## src/rtl/mod_counter.sv

```systemverilog
// Modulo-N up/down counter with synchronous clear/load and a terminal-count flag.
// Runs free with a wrap pulse, or in one-shot mode halts at terminal count until cleared or loaded.
module mod_counter #(
    parameter int     WIDTH   = 8,
    parameter longint MODULUS = 256,
    parameter int     ONESHOT = 0
) (
    input  logic             c,
    input  logic             rst_n,
    input  logic             en,
    input  logic             clr,
    input  logic             load,
    input  logic [WIDTH-1:0] load_val,
    input  logic             dir,
    output logic [WIDTH-1:0] count,
    output logic             tc,
    output logic             wrap,
    output logic             done
);

    // MODULUS may equal 2**WIDTH, so the load range check needs one extra bit.
    localparam logic [WIDTH-1:0] MAX_VAL = WIDTH'(MODULUS - 1);
    localparam logic [WIDTH:0]   MOD_EXT = (WIDTH+1)'(MODULUS);

    typedef enum logic {
        RUN  = 1'b0,
        HALT = 1'b1
    } state_t;

    state_t           state, state_nxt;
    logic [WIDTH-1:0] count_nxt;
    logic             wrap_nxt;
    logic             at_max, at_zero;
    logic [WIDTH-1:0] up_val, dn_val, load_sat;

    assign at_max  = (count == MAX_VAL);
    assign at_zero = (count == '0);
    assign tc      = dir ? at_max : at_zero;

    // Terminal values are special-cased so the step never leaves WIDTH bits.
    assign up_val   = at_max  ? '0      : count + 1'b1;
    assign dn_val   = at_zero ? MAX_VAL : count - 1'b1;
    assign load_sat = ({1'b0, load_val} < MOD_EXT) ? load_val : MAX_VAL;

    always_comb begin
        count_nxt = count;
        wrap_nxt  = 1'b0;
        state_nxt = state;
        if (clr) begin
            count_nxt = '0;
            state_nxt = RUN;
        end else if (load) begin
            count_nxt = load_sat;
            state_nxt = RUN;
        end else if (en && state == RUN) begin
            if (ONESHOT != 0 && tc) begin
                state_nxt = HALT;
            end else begin
                count_nxt = dir ? up_val : dn_val;
                wrap_nxt  = tc;
            end
        end
    end

    always_ff @(posedge c or negedge rst_n) begin
        if (!rst_n) begin
            count <= '0;
            wrap  <= 1'b0;
            state <= RUN;
        end else begin
            count <= count_nxt;
            wrap  <= wrap_nxt;
            state <= state_nxt;
        end
    end

    assign done = (state == HALT);

endmodule

```

## config.mk

```make
export PLATFORM = sky130hd
export DESIGN_NAME = mod_counter
export DESIGN_NICKNAME = d
export VERILOG_FILES = /design/src/rtl/mod_counter.sv
export SDC_FILE = /design/constraint.sdc
export NUM_CORES = 1
export LEC_CHECK = 0
export CAP_MARGIN = 20
export CORE_AREA = 2 2 48 50
export CTS_BUF_LIST = sky130_fd_sc_hd__clkbuf_4 sky130_fd_sc_hd__clkbuf_8
export DETAILED_ROUTE_END_ITERATION = 10
export DIE_AREA = 0 0 50 52
export GPL_TIMING_DRIVEN = 0
export PLACE_DENSITY = 0.75
export RECOVER_POWER = 50
export SLEW_MARGIN = 20
export SYNTH_ARGS = -nofsm -noshare
export SYNTH_HDL_FRONTEND = slang
export SYNTH_SLANG_ARGS = --single-unit
```

## constraint.sdc

```tcl
create_clock -name c -period 1.6 [get_ports c]
set_input_delay 0.48 -clock c [delete_from_list [all_inputs] [get_ports c]]
set_output_delay 0.48 -clock c [all_outputs]
set_load 0.02 [all_outputs]
```

==> impl_metrics.tcl <==
set metrics [dict create \
    pwr-share-comb_pct 41.8 \
    critPathKind "flop to output pin" \
    cts_made_buffers 3 \
    rsz0062_at_grt "true" \
    finalCritPeriodShare_pct 127.4 \
    grt_pass1_wl_mm 4.271 \
    synthFlopType "dfrtp_1" \
    critPathMaxFanout 7 \
    r2r_setup_slack_ns -0.16 \
    route.detailed.drc 0 \
    crit_arrival_ns 1.56 \
    hpwlAfterDp_mm 1.786 \
    cp_data_required_time_ns 1.12 \
    wl_per_cell_um 15.77 \
    grt_busiest_layer "met2" \
    status "finished with violations" \
    cts_tree "built" \
    power_switching_share_pct 35.97 \
    dr.pass1.iters 4 \
    die_w_um 50 \
    routed_wirelength_mm 2.586 \
    irDropWorstVdd_uv 603.0 \
    ios 25 \
    final_cell_mix "10 x clkdlybuf4s50_1, 9 x a21oi_1, 8 x buf_4, 8 x nand2_1" \
    leakage_nw 0.5428 \
    ys_types 40 \
    drt-vias-per-instance 5.744 \
    synth_area_sq_um 877.1 \
    max_freq_mhz 490.4 \
    cp-start-kind "flop" \
    clock_latency_ns 0.27 \
    cp-startpoint "count[1]$_DFFE_PN0P_" \
    hold_viol 0 \
    timing.rr.end "count[5]$_DFFE_PN0P_" \
    endpoint_kind "output pin" \
    nets 154 \
    grtUsageTotal_pct 21.51 \
    die_h_um 52 \
    drv_slew 0 \
    finClkSkew_ns 0.004996 \
    worstHoldPathType "input pin to flop" \
    avgSynthCellArea_sq_um 8.353 \
    io_buffers 21 \
    crit_path_top_delay_cell "dfrtp_2" \
    n_antenna_cell 0 \
    drt_iter0_drc 23 \
    rows 17 \
    setup_tns_ns -0.5977 \
    internal_power_mw 0.5267 \
    yosysSeqAreaShare_pct 25.68 \
    yosysWarnings 0 \
    final_common_cell "clkdlybuf4s50_1" \
    setup_violations 2 \
    seqPwrFrac_pct 33.9 \
    path_clk_slew_ns 0.06 \
    cts_root_buf "clkbuf_4" \
    ys_seq_elements 9 \
    final_util_pct 59.18 \
    r2r_cells 4 \
    reg2reg_from "count[2]$_DFFE_PN0P_" \
    via_count 942 \
    grt_pass1_vias 928 \
    die-area_sq_mm 0.002600 \
    synth_edf_count 0 \
    cp-endpoint "tc" \
    core_area_sq_mm 0.002106 \
    cts_max_level 1 \
    cts_hold_buffers 0 \
    gp_congestion 0.8972 \
    start_util_pct 41.65 \
    grt_antenna_before_repair 0 \
    grt_max_degree 12 \
    grtUsageMet3_pct 5.460 \
    p_sw_mw 0.2959 \
    overflow 0 \
    p_clk_share_pct 24.3 \
    slowest_delay_ns 0.44 \
    syn-instance-count 105 \
    fin_ws_ns -0.4390 \
    ctsLongestPathBuffers 2 \
    drv_cap 0 \
    drive_gt1_share_pct 30.15 \
    ant_nets 0 \
    grt_util_met2_pct 36.62 \
    power_density_mw_per_mm2 660.0 \
    cp_cell_sequence "ha_2 -> and2_2 -> nand4_1 -> nand2_2 -> buf_6" \
    clock-sinks 9 \
    syn_nets 122 \
    grt_util_met1_pct 26.37 \
    failed_checks "negative setup slack" \
    min_period_ns 2.039 \
    area_growth_pct 42.08 \
    async_flop_share_pct 100.0 \
]
-- area by class of cell --
cell class / instances / area (sq um)
fill: 188 / 859.6
multi-input combinational: 83 / 606.8
timing repair buffer: 28 / 255.2
sequential: 9 / 232.7
buffer: 7 / 67.56
tap: 28 / 35.03
clock buffer: 4 / 30.03
inverter: 5 / 18.77
-- synthesized netlist by cell type (2+ instances only) --
master | instances | area, sq um
inv_1 | 5 | 18.77
nor3b_1 | 4 | 30.03
nand4_1 | 2 | 12.51
a22oi_1 | 2 | 15.01
nor2_1 | 7 | 26.28
nor3_1 | 3 | 15.01
o21ai_0 | 3 | 15.01
and3_1 | 3 | 18.77
ha_1 | 3 | 37.54
buf_4 | 3 | 22.52
dfrtp_1 | 9 | 225.2
a32o_1 | 2 | 20.02
o31ai_1 | 2 | 15.01
o2bb2ai_1 | 3 | 26.28
nand2_1 | 9 | 33.78
buf_6 | 4 | 45.04
xor2_1 | 4 | 35.03
a41oi_1 | 2 | 17.52
nand3_1 | 6 | 30.03
a21oi_1 | 9 | 45.04
-- state kept, by name, summed over array words and instances, names as in the netlist --
signal,flops
count,8
wrap,1
-- routing by layer --
layer	up-vias	wire length, um
met4	0	24
met5	-	0
met2	39	1327
li1	451	-
met3	4	169
met1	448	1065
-- worst min path at each step --
| stage | endpoint | start | slack, ns | cells after the start |
|---|---|---|---|---|
| floorplan | count[0]$_DFFE_PN0P_ | rst_n | 0.18 | 0 |
| global placement | count[7]$_DFFE_PN0P_ | count[7]$_DFFE_PN0P_ | 0.61 | 2 |
| detailed placement | count[7]$_DFFE_PN0P_ | count[7]$_DFFE_PN0P_ | 0.62 | 2 |
| CTS | count[1]$_DFFE_PN0P_ | clr | 0.41 | 2 |
| global route | count[1]$_DFFE_PN0P_ | clr | 0.42 | 2 |
| finish | count[4]$_DFFE_PN0P_ | clr | 0.41 | 2 |
-- timing repair --
item,CTS,global route
cloned,0,0
buffers inserted,6,1
pin swaps,6,3
endpoints found under the setup margin,16,9
gates resized for setup,28,12
-- per-stage QoR --
| stage | hold WS [ns] | worst slack (ns) | cells | area, sq um | power, mW |
|---|---|---|---|---|---|
| 5_1_grt | 0.4243 | -0.5185 | 164 | 1246 | 0.8702 |
| 3_3_place_gp | 0.6139 | -0.7871 | 154 | 1129 | 0.5792 |
| 3_5_place_dp | 0.6218 | -0.8071 | 154 | 1129 | 0.5881 |
| 4_1_cts | 0.4054 | -0.4363 | 163 | 1209 | 0.8060 |
| 2_1_floorplan | 0.1844 | -0.1780 | 105 | 883.3 | 0.4743 |
| 6_report | 0.4116 | -0.4390 | 164 | 1246 | 0.8225 |
-- cells by family (layout without fill, tap and decap cells) --
group	count (synthesis)	count (layout)	share of synthesized area, %
AO/OA/AOI/OAI	30	30	24.39
XOR/XNOR	5	5	4.993
adder cells (fa/ha/maj)	3	3	4.280
buffers and inverters	13	44	10.27
flip-flops	9	9	25.68
multiplexers	2	2	2.425
other	1	1	0.4275
AND/OR/NAND/NOR	42	42	27.53
-- worst max-delay path, delay by kind of cell, from the launching register on --
| kind | cells | cell delay, ns |
|---|---|---|
| adders and majority gates | 1 | 0.24 |
| buffers and inverters | 1 | 0.12 |
| and+or+nand+nor | 3 | 0.49 |
| DFF | 1 | 0.44 |
-- power by group through the flow --
stage                     clock (mW)  combinational, mW  sequential, mW
after detailed placement           0              0.312           0.276
after global routing           0.214              0.375           0.281
after global placement             0              0.305           0.275
after floorplan                    0              0.184           0.291
final                          0.200              0.344           0.279
after CTS                      0.202              0.327           0.277
No activity file was read; power rests on OpenSTA's default activity.
